--- src/rtl/instr_encoder_pkg.sv ---
// Shared definitions for the instruction encoder: opcodes, word bit
// positions, field legality masks and FSM state encodings.
package instr_encoder_pkg;

   localparam logic [3:0] OP_IDLE = 4'd0;
   localparam logic [3:0] OP_NOP  = 4'd1;
   localparam logic [3:0] OP_RSET = 4'd2;
   localparam logic [3:0] OP_LOAD = 4'd3;
   localparam logic [3:0] OP_STOR = 4'd4;
   localparam logic [3:0] OP_MVAR = 4'd5;
   localparam logic [3:0] OP_MVAO = 4'd6;
   localparam logic [3:0] OP_MVAI = 4'd7;
   localparam logic [3:0] OP_INC  = 4'd8;
   localparam logic [3:0] OP_ADD  = 4'd9;
   localparam logic [3:0] OP_SFTR = 4'd10;
   localparam logic [3:0] OP_SFTL = 4'd11;
   localparam logic [3:0] OP_JUMP = 4'd12;
   localparam logic [3:0] OP_MUL  = 4'd13;
   localparam logic [3:0] OP_DIV  = 4'd14;
   localparam logic [3:0] OP_SUB  = 4'd15;

   localparam int OPC_MSB   = 31;
   localparam int OPC_LSB   = 28;
   localparam int J_BIT     = 27;
   localparam int N_BIT     = 18;
   localparam int Z_BIT     = 17;
   localparam int OPERAND_W = 16;

   // Bit i set => opcode i may carry that field.
   // J: NOP, LOAD, STOR, MVAR, MVAI, ADD, MUL, DIV, SUB
   localparam logic [15:0] J_OK   = 16'hE2BA;
   // N/Z: JUMP only
   localparam logic [15:0] NZ_OK  = 16'h1000;
   // operand: everything except IDLE, NOP, RSET, INC, SFTR, SFTL
   localparam logic [15:0] OPR_OK = 16'hF2F8;

   localparam logic [2:0] ST_IDLE   = 3'd0;
   localparam logic [2:0] ST_ACCEPT = 3'd1;
   localparam logic [2:0] ST_WRITE  = 3'd2;
   localparam logic [2:0] ST_DONE   = 3'd3;
   localparam logic [2:0] ST_FULL   = 3'd4;

endpackage

--- src/rtl/instr_encoder_pack.sv ---
// Combinational field packer: builds the canonical 32-bit word (illegal
// bits dropped) and flags whether any illegal field bit was presented.
module instr_pack
   import instr_encoder_pkg::*;
(
   input  logic [3:0]           op,
   input  logic                 j,
   input  logic                 n,
   input  logic                 z,
   input  logic [OPERAND_W-1:0] operand,
   output logic [31:0]          word,
   output logic                 illegal
);

   // Mask fields by opcode legality and place them at fixed bit positions
   always_comb begin
      word = '0;
      word[OPC_MSB:OPC_LSB] = op;
      word[J_BIT]           = j & J_OK[op];
      word[N_BIT]           = n & NZ_OK[op];
      word[Z_BIT]           = z & NZ_OK[op];
      word[OPERAND_W-1:0]   = OPR_OK[op] ? operand : '0;
      illegal = (j & ~J_OK[op]) |
                ((n | z) & ~NZ_OK[op]) |
                ((operand != '0) & ~OPR_OK[op]);
   end

endmodule

--- src/rtl/instr_encoder.sv ---
// Instruction encoder: accepts field sets over a valid/ready handshake and
// writes canonical words to instruction memory from base_addr upward.
// Optional build macro ENC_STRICT_EN: illegal field sets are dropped
// (accepted but not written) instead of being canonicalized and written.
module instr_encoder
   import instr_encoder_pkg::*;
#(
   parameter int ADDR_W = 8,
   parameter int DEPTH  = 256
) (
   input  logic              clk,
   input  logic              rst,
   input  logic              start,
   input  logic [ADDR_W-1:0] base_addr,
   input  logic              in_valid,
   output logic              in_ready,
   input  logic              in_last,
   input  logic [3:0]        op,
   input  logic              j,
   input  logic              n,
   input  logic              z,
   input  logic [15:0]       operand,
   output logic              mem_we,
   output logic [ADDR_W-1:0] mem_addr,
   output logic [31:0]       mem_wdata,
   output logic [ADDR_W:0]   count,
   output logic              done,
   output logic              full,
   output logic              err
);

   logic [2:0]        state_q, state_d;
   logic [ADDR_W-1:0] ptr_q,   ptr_d;
   logic [ADDR_W:0]   count_q, count_d;
   logic [31:0]       word_q,  word_d;
   logic              ill_q,   ill_d;
   logic              last_q,  last_d;
   logic              err_q,   err_d;

   logic [31:0]       pk_word;
   logic              pk_ill;
   logic              keep;

   instr_pack u_pack (
      .op      (op),
      .j       (j),
      .n       (n),
      .z       (z),
      .operand (operand),
      .word    (pk_word),
      .illegal (pk_ill)
   );

`ifdef ENC_STRICT_EN
   assign keep = ~ill_q;
`else
   assign keep = 1'b1;
`endif

   // Next-state: start handling, handshake capture, write bookkeeping
   always_comb begin
      state_d = state_q;
      ptr_d   = ptr_q;
      count_d = count_q;
      word_d  = word_q;
      ill_d   = ill_q;
      last_d  = last_q;
      err_d   = err_q;
      case (state_q)
         ST_IDLE, ST_DONE, ST_FULL: begin
            if (start) begin
               ptr_d   = base_addr;
               count_d = '0;
               err_d   = 1'b0;
               state_d = (32'(base_addr) >= 32'(DEPTH)) ? ST_FULL : ST_ACCEPT;
            end
         end
         ST_ACCEPT: begin
            if (in_valid) begin
               word_d  = pk_word;
               ill_d   = pk_ill;
               last_d  = in_last;
               state_d = ST_WRITE;
            end
         end
         ST_WRITE: begin
            if (ill_q) err_d = 1'b1;
            if (keep) begin
               ptr_d   = ptr_q + ADDR_W'(1);
               count_d = count_q + (ADDR_W+1)'(1);
            end
            // in_last wins over the end-of-memory stop
            if (last_q)
               state_d = ST_DONE;
            else if (keep && (32'(ptr_q) == 32'(DEPTH - 1)))
               state_d = ST_FULL;
            else
               state_d = ST_ACCEPT;
         end
         default: state_d = ST_IDLE;
      endcase
   end

   // State registers; reset discards any in-flight word
   always_ff @(posedge clk or posedge rst) begin
      if (rst) begin
         state_q <= ST_IDLE;
         ptr_q   <= '0;
         count_q <= '0;
         word_q  <= '0;
         ill_q   <= 1'b0;
         last_q  <= 1'b0;
         err_q   <= 1'b0;
      end else begin
         state_q <= state_d;
         ptr_q   <= ptr_d;
         count_q <= count_d;
         word_q  <= word_d;
         ill_q   <= ill_d;
         last_q  <= last_d;
         err_q   <= err_d;
      end
   end

   assign in_ready  = (state_q == ST_ACCEPT);
   assign mem_we    = (state_q == ST_WRITE) & keep;
   assign mem_addr  = ptr_q;
   assign mem_wdata = word_q;
   assign count     = count_q;
   assign done      = (state_q == ST_DONE);
   assign full      = (state_q == ST_FULL);
   assign err       = err_q;

endmodule

--- config.mk ---
export PLATFORM = sky130hd
export DESIGN_NAME = instr_encoder
export DESIGN_NICKNAME = d
export VERILOG_FILES = /design/src/rtl/instr_encoder_pkg.sv /design/src/rtl/instr_encoder_pack.sv /design/src/rtl/instr_encoder.sv
export SDC_FILE = /design/constraint.sdc
export NUM_CORES = 1
export LEC_CHECK = 0
export CORE_UTILIZATION = 42
export DETAILED_ROUTE_END_ITERATION = 12
export PLACE_DENSITY = 0.77
export SYNTH_ARGS = -nofsm -noshare
export SYNTH_HDL_FRONTEND = slang
export SYNTH_HIERARCHICAL = 1
export SYNTH_SLANG_ARGS = --single-unit
--- constraint.sdc ---
create_clock -name clk -period 1.95 [get_ports clk]
set_input_delay 0.4875 -clock clk [delete_from_list [all_inputs] [get_ports clk]]
set_output_delay 0.4875 -clock clk [all_outputs]
set_load 0.005 [all_outputs]
==> results by group, run 1 <==
Finish
  – Final #Nets: 388
  – Synth-to-layout area growth: 41.6%
  – Share of cells above drive strength 1: 20.8%
  – Diodes inserted: 0
  – Most frequent cells in the layout: clkdlybuf4s50_1 (85), dfrtp_1 (55), mux2_2 (34)
  – Most common cell after layout, fill and taps aside: clkdlybuf4s50_1
  – Final Core Density: 61.2%

Setup path
  – Critical path class: primary input to flip-flop
  – Largest fanout on the critical path: 13
  – Buf/Inv on CP: 1
  – Critical Path Max Stage Delay: 520 ps
  – Top delay family on crit path: buffers and inverters
  – Slowest cell on crit path: clkdlybuf4s50_1
  – Crit path DAT: 2090 ps
  – Worst setup EP type: flip-flop
  – CP Launch Type: primary input
  – Crit path cell chain: clkdlybuf4s50_1, xor2_1, a21oi_4, a221o_1, mux2_2
  – Required @ worst endpoint: 2140 ps

Pwr
  – VDD IR max: 768 µV
  – Logic gate share of total power: 48.4%
  – Power Dens Cells: 1290 nW/µm²
  – Tot Pwr: 5.00 mW
  – Switching Share: 32.5%
  – Int Power: 3.37 mW
  – Clk network pwr share: 12.5%
  – Sequential group share of total power: 39.1%
  – Switching Power: 1.62 mW
  – Static Leak: 1.64 nW

Floorplanning
  – Site row count: 29
  – Ports: 90
  – Die Y: 82.6 µm
  – Die ar.: 6830 µm²
  – Initial Utilization: 43.2%
  – Area of the core: 6310 µm²
  – Die X: 82.6 µm

Yosys
  – Netlist cell types: 43
  – Mapped cell area: 2730 µm²
  – Synth area leader: dfrtp_1
  – Syn Area/Cell: 10.9 µm²
  – EDFF count, synth: 0
  – Post-Synthesis Cells: 251
  – FF+latch count, synth: 55
  – FFs w/ async S/R, synth: 100%
  – Synth area leaders: dfrtp_1 (50%), mux2_2 (14%), buf_4 (4.4%)
  – Yosys Warn Count: 6
  – Sequential area share after synthesis: 50.4%
  – Yosys top cell area share: 50.4%
  – Ys flop type: dfrtp_1

Min path
  – HP Class: flip-flop to flip-flop

Clock network
  – H-tree depth: 2
  – Clk buf depth: 2
  – CTS clk-pin slew, worst paths: 100 ps
  – Inserted Clock Buffers: 5
  – CTS root buffer: clkbuf_8
  – CTS Hold Bufs: 0
  – Clk_lat worst skew: 300 ps
  – CTS tree: done
  – Clock sinks: 55

Detailed routing
  – Drc violations: 0
  – Post-detailed-route count of antenna-violating nets: 0
  – Drt first pass iters: 5
  – DR WL/cell: 14.7 µm
  – Via count: 2212
  – Total Wirelength: 6.29 mm
  – DRT iter0 DRCs: 147
  – Via density: 5.17

Timing
  – Setup TNS: 0 ps
  – Post-Route Skew: 6.71 ps
  – Setup Viol. Count Final: 0
  – RSZ-0062 raised after global routing: false
  – Max Fclk: 0.524 GHz
  – Slew @ Worst Pin: 554 ps
  – Final period util: 97.8%
  – Final Max Tran Viols: 0
  – Max-slew headroom: 62.7%
  – Crit path time final: 1910 ps
  – Fin. Hold Viols: 0

Global routing
  – Vias in the first global route: 2100
  – First-pass GRT wire length: 9.98 mm
  – Initial antenna violation count: 0
  – Gr ovfl total: 0
  – Largest net degree at the start of global routing: 56
  – Tot GR Track Use: 19.2%

Outcome
  – Status: complete, no violations

Run
  – Max Cap Viol: 0

Placed design
  – Post-DP HPWL: 4.51 mm
  – Routability cong.: 0.823
  – PortBufs: 89
-- worst reg2reg max path: cells and delay by family (launching register included) --
family	cells	cell delay [ps]
buffers and inverters	2	290
AOI/OAI and AO/OA	1	60
and+or+nand+nor	3	1010
DFF	1	400
-- cells by family (layout without fill, tap and decap cells) --
| logic type | after synthesis | count (layout) | synth area share, % |
|---|---|---|---|
| AND/OR/NAND/NOR | 82 | 82 | 16.5 |
| flip-flops | 55 | 55 | 50.4 |
| AO/OA/AOI/OAI | 43 | 43 | 9.85 |
| multiplexers | 34 | 34 | 14.0 |
| buffers and inverters | 30 | 122 | 6.92 |
| XOR/XNOR | 4 | 4 | 1.28 |
| adder cells (fa/ha/maj) | 2 | 2 | 0.916 |
| other | 1 | 9 | 0.137 |
-- power groups by stage --
| stage | Sequential [mW] | Combinational (mW) | Clock, mW |
|---|---|---|---|
| after floorplan | 1.94 | 1.09 | 0 |
| after global placement | 1.96 | 2.31 | 0 |
| after detailed placement | 1.97 | 2.36 | 0 |
| after CTS | 1.96 | 2.42 | 0.640 |
| after global routing | 2.02 | 2.63 | 0.693 |
| final | 1.96 | 2.42 | 0.625 |
-- flip-flops by register name, indices dropped and copies added, names as in the netlist --
signal	flops
state_q	3
count	9
mem_addr	8
last_q	1
ill_q	1
mem_wdata	32
err	1
-- final cells by class --
| type | instances | area, µm² |
|---|---|---|
| Sequential cell | 55 | 1380 |
| Fill cell | 541 | 2450 |
| Inverter | 6 | 22.5 |
| Multi-Input combinational cell | 174 | 1220 |
| Clock inverter | 3 | 18.8 |
| Timing Repair Buffer | 108 | 1060 |
| Clock buffer | 5 | 68.8 |
| Tap cell | 77 | 96.3 |
-- what timing repair did --
action / 4_1_cts / 5_1_grt
hold endpoints to repair: 0 / 0
pin swaps: 0 / 0
setup buffers: 3 / 0
endpoints found under the setup margin: 4 / 13
gates resized for setup: 13 / 4
-- metal layers --
metal | share of wire (%) | wire (µm) | vias up | GRT usage, %
met4 | 0.94 | 59 | 0 | 4.66
met1 | 45 | 2820 | 1091 | 25.5
met5 | 0 | 0 | - | 0
met3 | 5.4 | 337 | 4 | 3.63
li1 | - | - | 1056 | -
met2 | 49 | 3080 | 61 | 32.3
-- per-stage QoR --
step | hold WS, ps | instance area, µm² | instances | setup WS, ps
floorplan | 467 | 2760 | 259 | 120
finish | 498 | 3870 | 428 | 42.1
global placement | 471 | 3730 | 417 | -281
CTS | 495 | 3850 | 428 | 39.6
detailed placement | 477 | 3730 | 417 | -310
global route | 514 | 3870 | 428 | 5.25
-- Yosys cell counts, types with 2 or more instances --
master	number
nand4_1	4
a21oi_1	8
buf_2	7
nor2_1	10
nor3_1	2
o21ai_1	2
nor4_1	4
nand2_1	20
and2b_1	4
mux2_2	34
inv_1	6
or4_1	3
and2_1	3
xor2_1	3
o211ai_1	3
nand2b_1	3
nor2b_1	14
o21a_1	3
buf_4	16
nand3_1	9
dfrtp_1	55
ha_1	2
o21ai_0	13
o22ai_1	4
-- final timing paths --
| path | cells past startpoint | slack, ps | startpoint | to |
|---|---|---|---|---|
| max | 5 | 40 | op[3] | ill_q$_DFFE_PP0P_ |
| min | 1 | 500 | count[8]$_DFFE_PP0P_ | count[8]$_DFFE_PP0P_ |
| max reg2reg | 6 | 90 | state_q[2]$_DFFE_PP0P_ | count[8]$_DFFE_PP0P_ |
| min reg2reg | 1 | 500 | count[8]$_DFFE_PP0P_ | count[8]$_DFFE_PP0P_ |
| max in group asynchronous | 3 | 1150 | rst | mem_addr[7]$_DFFE_PP0P_ |
| min in group asynchronous | 3 | 550 | rst | state_q[1]$_DFFE_PP0P_ |
Note: power is estimated with default switching activity, not from simulation.
==> run 2: changes to the inputs <==
HOLD_SLACK_MARGIN = 0.1   (was not set)
clock period = 1.7 ns   (was 1.95 ns; I/O delays follow)
==> run 2 against run 1 <==
The run now ends with setup timing left. Critical path type is now flip-flop to primary output. First-iteration DRC count down 4.1%. Largest power group unchanged. Highest routed layer unchanged. Clock-buffer cell count unchanged. Design area up 8.9%. Critical endpoint is now mem_we. Sequential share of layout area down 2.8 points. Via count up 8.0%. Die area unchanged.
==> results by group, run 2 (same netlist as run 1, synthesis figures left out) <==
Outcome
  – Status: complete, but fails checks
  – Failing checks: setup timing

Clock network
  – CTS root buffer: clkbuf_8
  – Clk buf depth: 2 (unchanged)
  – CTS Hold Bufs: 0 (unchanged)
  – CTS tree: done
  – H-tree depth: 2 (unchanged)
  – CTS clk-pin slew, worst paths: 110 ps (about the same)
  – Clk_lat worst skew: 310 ps (about the same)
  – Clock sinks: 55 (unchanged)
  – Inserted Clock Buffers: 5 (unchanged)

Finish
  – Finished Cell Area: 4210 µm² (+8.9%)
  – Final #Nets: 420 (+8.2%)
  – Max reg flops: 32 (unchanged)
  – Synth-to-layout area growth: 54.2%
  – Diodes inserted: 0 (unchanged)
  – Most frequent cells in the layout: clkdlybuf4s50_1 (75), dfrtp_1 (51), buf_4 (42)
  – Layout Cells excl Fill: 460 (+7.5%)
  – Share of cells above drive strength 1: 31.9% (+11 points)
  – Most common cell after layout, fill and taps aside: clkdlybuf4s50_1
  – Final Core Density: 66.7% (+5.4 points)

Pwr
  – Tot Pwr: 6.16 mW (+23%)
  – Sequential group share of total power: 35.5% (-3.6 points)
  – VDD IR max: 823 µV (+7.2%)
  – Static Leak: 1.90 nW (+15%)
  – Switching Power: 2.03 mW (+25%)
  – Power Dens Cells: 1460 nW/µm² (+13%)
  – Switching Share: 32.9% (+0.44 points)
  – Int Power: 4.13 mW (+22%)
  – Clk network pwr share: 12.3% (-0.2 points)
  – Logic gate share of total power: 52.2% (+3.8 points)

Detailed routing
  – Via count: 2389 (+8.0%)
  – Via density: 5.19 (+0.49%)
  – Total Wirelength: 7.46 mm (+19%)
  – DRT iter0 DRCs: 141 (-4.1%)
  – Drt first pass iters: 4 (-1)
  – DR WL/cell: 16.2 µm (+10%)
  – Drc violations: 0 (unchanged)
  – Post-detailed-route count of antenna-violating nets: 0 (unchanged)

Setup path
  – Reg2reg end: count[7]$_DFFE_PP0P_
  – Slowest cell on crit path: or3b_4
  – Critical Path Max Stage Delay: 420 ps (-100 ps)
  – Reg-to-reg startpoint: state_q[0]$_DFFE_PP0P_
  – CP Launch Type: flip-flop
  – Top delay family on crit path: simple AND/OR/NAND/NOR gates
  – R2R setup slack: 30 ps (-60 ps)
  – Reg2reg path depth: 5 (-1)
  – Critical path class: flip-flop to primary output
  – Required @ worst endpoint: 1270 ps (-870 ps)
  – Buf/Inv on CP: 2 (+1)
  – Crit path DAT: 1310 ps (-780 ps)
  – Crit path cell chain: or3b_4, inv_2, buf_6
  – Worst setup EP type: primary output
  – Largest fanout on the critical path: 2 (-11)

Placed design
  – Post-Place Cells: 427 (+2.4%)
  – Placed Area: 3800 µm² (+2.1%)
  – Post-DP HPWL: 4.80 mm (+6.3%)
  – Routability cong.: 0.793 (-3.7%)
  – PortBufs: 89 (unchanged)
  – Pre-CTS WS: -517 ps (-206 ps)

Floorplanning
  – Die ar.: 6830 µm² (unchanged)
  – Ports: 90 (unchanged)
  – Area of the core: 6310 µm² (unchanged)
  – Site row count: 29 (unchanged)
  – Die Y: 82.6 µm (unchanged)
  – Initial Utilization: 43.2% (unchanged)
  – Die X: 82.6 µm (unchanged)

Timing
  – Setup TNS: -33.3 ps (-33.3 ps)
  – Post-Route Skew: 10.4 ps (+3.66 ps)
  – Fin worst setup slack: -33.3 ps (-75.4 ps)
  – Hold slack: 515 ps (+17.4 ps)
  – Final period util: 102%
  – Fin. Hold Viols: 0 (unchanged)
  – Max Fclk: 0.577 GHz
  – Crit path time final: 1730 ps
  – RSZ-0062 raised after global routing: true
  – Final Max Tran Viols: 0 (unchanged)
  – Setup Viol. Count Final: 1 (+1)

Min path
  – HP Start: count[8]$_DFFE_PP0P_
  – HP Class: flip-flop to flip-flop
  – Min-Delay Path Depth: 1 (unchanged)
  – Sink of the worst hold path: count[8]$_DFFE_PP0P_

Global routing
  – Largest net degree at the start of global routing: 56 (unchanged)
  – First-pass GRT wire length: 11.0 mm (+10%)
  – Vias in the first global route: 2273 (+8.2%)
  – Initial antenna violation count: 0 (unchanged)
  – Gr ovfl total: 0 (unchanged)
  – Tot GR Track Use: 21.7% (+2.5 points)

Run
  – Max Cap Viol: 0 (unchanged)
==> run 2: cell type report <==
cell class / count / area (µm²)
Clock buffer: 5 / 68.8
Fill cell: 492 / 2100
Timing Repair Buffer: 139 / 1320
Clock inverter: 3 / 25.0
Inverter: 6 / 26.3
Sequential cell: 55 / 1380
Multi-Input combinational cell: 175 / 1290
Tap cell: 77 / 96.3
==> run 2: routing by layer <==
| metal | GRT usage, % | part of all wire, % | vias to the layer above |
|---|---|---|---|
| li1 | - | - | 1124 |
| met1 | 27.1 | 44 | 1179 |
| met2 | 37.3 | 50 | 74 |
| met3 | 4.29 | 4.7 | 12 |
| met4 | 7.59 | 1.7 | 0 |
| met5 | 0 | 0 | - |
==> run 2: worst max-delay path by stage <==
| stage | endpoint | startpoint | cells past startpoint | slack [ps] |
|---|---|---|---|---|
| finish | mem_we | state_q[0]$_DFFE_PP0P_ | 3 | -30 |
| global route | mem_we | state_q[0]$_DFFE_PP0P_ | 3 | -70 |
| CTS | mem_we | state_q[2]$_DFFE_PP0P_ | 3 | -50 |
| detailed placement | mem_wdata[8]$_DFFE_PP0P_ | op[1] | 6 | -520 |
| global placement | mem_wdata[9]$_DFFE_PP0P_ | op[1] | 6 | -500 |
| floorplan | mem_wdata[10]$_DFFE_PP0P_ | state_q[1]$_DFFE_PP0P_ | 6 | -20 |
==> run 2: timing repair <==
| item | CTS | global route |
|---|---|---|
| cloned | 0 | 2 |
| buffers inserted | 14 | 10 |
| endpoints found under the setup margin | 51 | 35 |
| pin swaps | 5 | 11 |
| gates resized for setup | 41 | 21 |
==> run 2: worst register-to-register path, delay by kind of cell (launching register included) <==
family	cells	cell delay [ps]
simple gates	3	940
compound gates	1	80
buf+inv	1	140
flops	1	400
==> run 2: power by group through the flow <==
stage	logic [mW]	registers, mW	clock network (mW)
after floorplan	1.25	2.23	0
after global placement	2.76	2.24	0
after detailed placement	2.82	2.25	0
after CTS	3.07	2.20	0.775
after global routing	3.47	2.25	0.818
final	3.22	2.19	0.756
==> run 3: changes to the inputs <==
CTS_BUF_LIST = sky130_fd_sc_hd__clkbuf_16   (was not set)
==> run 3 against run 2 <==
Power is 11% higher. Via count is 0.50% higher. Combinational power is 9.9% higher. Clock skew is 0.85 ps lower. Register-to-register slack worse by 30 ps. Design area is 4.4% higher. Maximum frequency is 2.0% higher. Critical endpoint is now mem_wdata[27]$_DFFE_PP0P_. First-iteration DRC count is 5.0% higher. Sequential share of layout area is 1.4 points lower. Final cell count is 0.22% higher. Routed wire length is 5.8% higher. The run now ends clean. Clock power is 36% higher.
==> results by group, run 3 (same netlist as run 1, synthesis figures left out) <==
Placed design
  – Routability cong.: 0.793 (unchanged)
  – Post-DP HPWL: 4.80 mm (unchanged)
  – Placed Area: 3800 µm² (unchanged)
  – PortBufs: 89 (unchanged)

Pwr
  – VDD IR max: 810 µV (-1.7%)
  – Power Dens Cells: 1550 nW/µm² (+5.9%)
  – Tot Pwr: 6.81 mW (+11%)
  – Static Leak: 1.98 nW (+4.3%)

Floorplanning
  – Area of the core: 6310 µm² (unchanged)
  – Die ar.: 6830 µm² (unchanged)
  – Initial Utilization: 43.2% (unchanged)
  – Site row count: 29 (unchanged)
  – Die X: 82.6 µm (unchanged)
  – Die Y: 82.6 µm (unchanged)
  – Ports: 90 (unchanged)

Finish
  – Max reg flops: 32 (unchanged)
  – Most frequent cells in the layout: clkdlybuf4s50_1 (67), dfrtp_1 (50), buf_4 (37)
  – Diodes inserted: 0 (unchanged)
  – Final Core Density: 69.6% (+2.9 points)
  – Synth-to-layout area growth: 61.0%
  – Fillers: 462 (-6.1%)
  – Final #Nets: 421 (+0.24%)
  – Most common cell after layout, fill and taps aside: clkdlybuf4s50_1
  – Finished Cell Area: 4400 µm² (+4.4%)
  – Share of cells above drive strength 1: 33.1% (+1.2 points)

Global routing
  – First-pass GRT wire length: 11.2 mm (+2.1%)
  – Tot GR Track Use: 22.3% (+0.62 points)
  – Vias in the first global route: 2245 (-1.2%)
  – Initial antenna violation count: 0 (unchanged)
  – Largest net degree at the start of global routing: 56 (unchanged)
  – Gr ovfl total: 0 (unchanged)

Run
  – Max Cap Viol: 0 (unchanged)

Outcome
  – Status: complete, no violations

Detailed routing
  – Drc violations: 0 (unchanged)
  – Post-detailed-route count of antenna-violating nets: 0 (unchanged)
  – Total Wirelength: 7.89 mm (+5.8%)
  – Drt first pass iters: 4 (unchanged)
  – DRT iter0 DRCs: 148 (+5.0%)
  – Via count: 2401 (+0.50%)
  – DR WL/cell: 17.1 µm (+5.5%)
  – Via density: 5.21 (+0.28%)

Clock network
  – Clock sinks: 55 (unchanged)
  – CTS root buffer: clkbuf_16
  – Clk_lat worst skew: 290 ps (-20 ps)
  – CTS tree: done
  – Clk buf depth: 2 (unchanged)
  – CTS clk-pin slew, worst paths: 80 ps (-30 ps)
  – Inserted Clock Buffers: 5 (unchanged)
  – H-tree depth: 2 (unchanged)

Timing
  – Crit path time final: 1700 ps (-34.3 ps)
  – Max Fclk: 0.589 GHz (+2.0%)
  – Setup Viol. Count Final: 0 (-1)
  – Post-Route Skew: 9.52 ps (-0.847 ps)
  – RSZ-0062 raised after global routing: true
  – Fin. Hold Viols: 0 (unchanged)
  – Final period util: 99.9% (-2.0 points)
  – Final Max Tran Viols: 0 (unchanged)

Setup path
  – Reg-to-reg startpoint: state_q[2]$_DFFE_PP0P_
  – R2R setup slack: 1 ps (-30 ps)
  – Critical path class: flip-flop to flip-flop
  – Reg2reg end: mem_wdata[27]$_DFFE_PP0P_
  – Required @ worst endpoint: 1880 ps (+610 ps)
  – Largest fanout on the critical path: 8 (+6)
  – Crit path DAT: 1880 ps (+570 ps)
  – CP Launch Type: flip-flop
  – Reg2reg path depth: 5 (unchanged)
  – Worst setup EP type: flip-flop
  – CP Launch Point: state_q[2]$_DFFE_PP0P_

Min path
  – HP Start: mem_wdata[29]$_DFFE_PP0P_
  – Min-Delay Path Depth: 1 (unchanged)
  – HP Class: flip-flop to flip-flop
  – Sink of the worst hold path: mem_wdata[29]$_DFFE_PP0P_
[run 3: power breakdown]
group | switching, mW | leakage (nW) | total (mW) | internal, mW
Sequential | 0.384 | 0.674 | 2.24 | 1.85
Clock | 0.480 | 0.0700 | 1.03 | 0.552
Combinational | 1.30 | 1.23 | 3.54 | 2.24
[run 3: cell type report]
class	count	area, µm²	area share, %
well taps	77	96.3	2.19
clock buffers	5	125	2.85
repair buffers	140	1410	32.1
flip-flops and latches	55	1380	31.5
clock inverters	3	25.0	0.569
multi-input cells	175	1330	30.3
inverters	6	26.3	0.598
[run 3: repair_timing]
item	CTS	global route
pin swaps	14	10
endpoints found under the hold margin	0	0
setup buffers	9	13
gates resized for setup	57	28
gates cloned	2	5
hold buffers	0	0
endpoints found under the setup margin	45	61
[run 3: layer usage]
layer | GRT usage (%) | up-vias | part of all wire [%]
li1 | - | 1133 | -
met5 | 0 | - | 0
met1 | 28.8 | 1187 | 43
met4 | 6.03 | 0 | 1.5
met3 | 3.96 | 8 | 5.5
met2 | 38.4 | 73 | 50
[run 3: worst max-delay path by stage]
stage	end
after global routing	mem_wdata[27]$_DFFE_PP0P_
after detailed placement	mem_wdata[8]$_DFFE_PP0P_
final	mem_wdata[27]$_DFFE_PP0P_
after CTS	done
after global placement	mem_wdata[9]$_DFFE_PP0P_
after floorplan	mem_wdata[10]$_DFFE_PP0P_
[run 3: worst max-delay path, stage by stage, from the launching register on]
cell and delay [ps]:
dfrtp_1 390, buf_4 180, nor3_4 190, and2_4 290, clkbuf_16 200, mux2_2 340
[run 3: per-stage QoR]
step	std cells	hold slack, ps	TNS [ps]	worst slack, ps
after floorplan	259	467	-455	-22.8
after global placement	427	473	-10660	-498
after detailed placement	427	476	-11160	-517
after CTS	446	504	-35.4	-35.4
after global routing	461	530	-483	-43.4
final	461	508	0	0.983
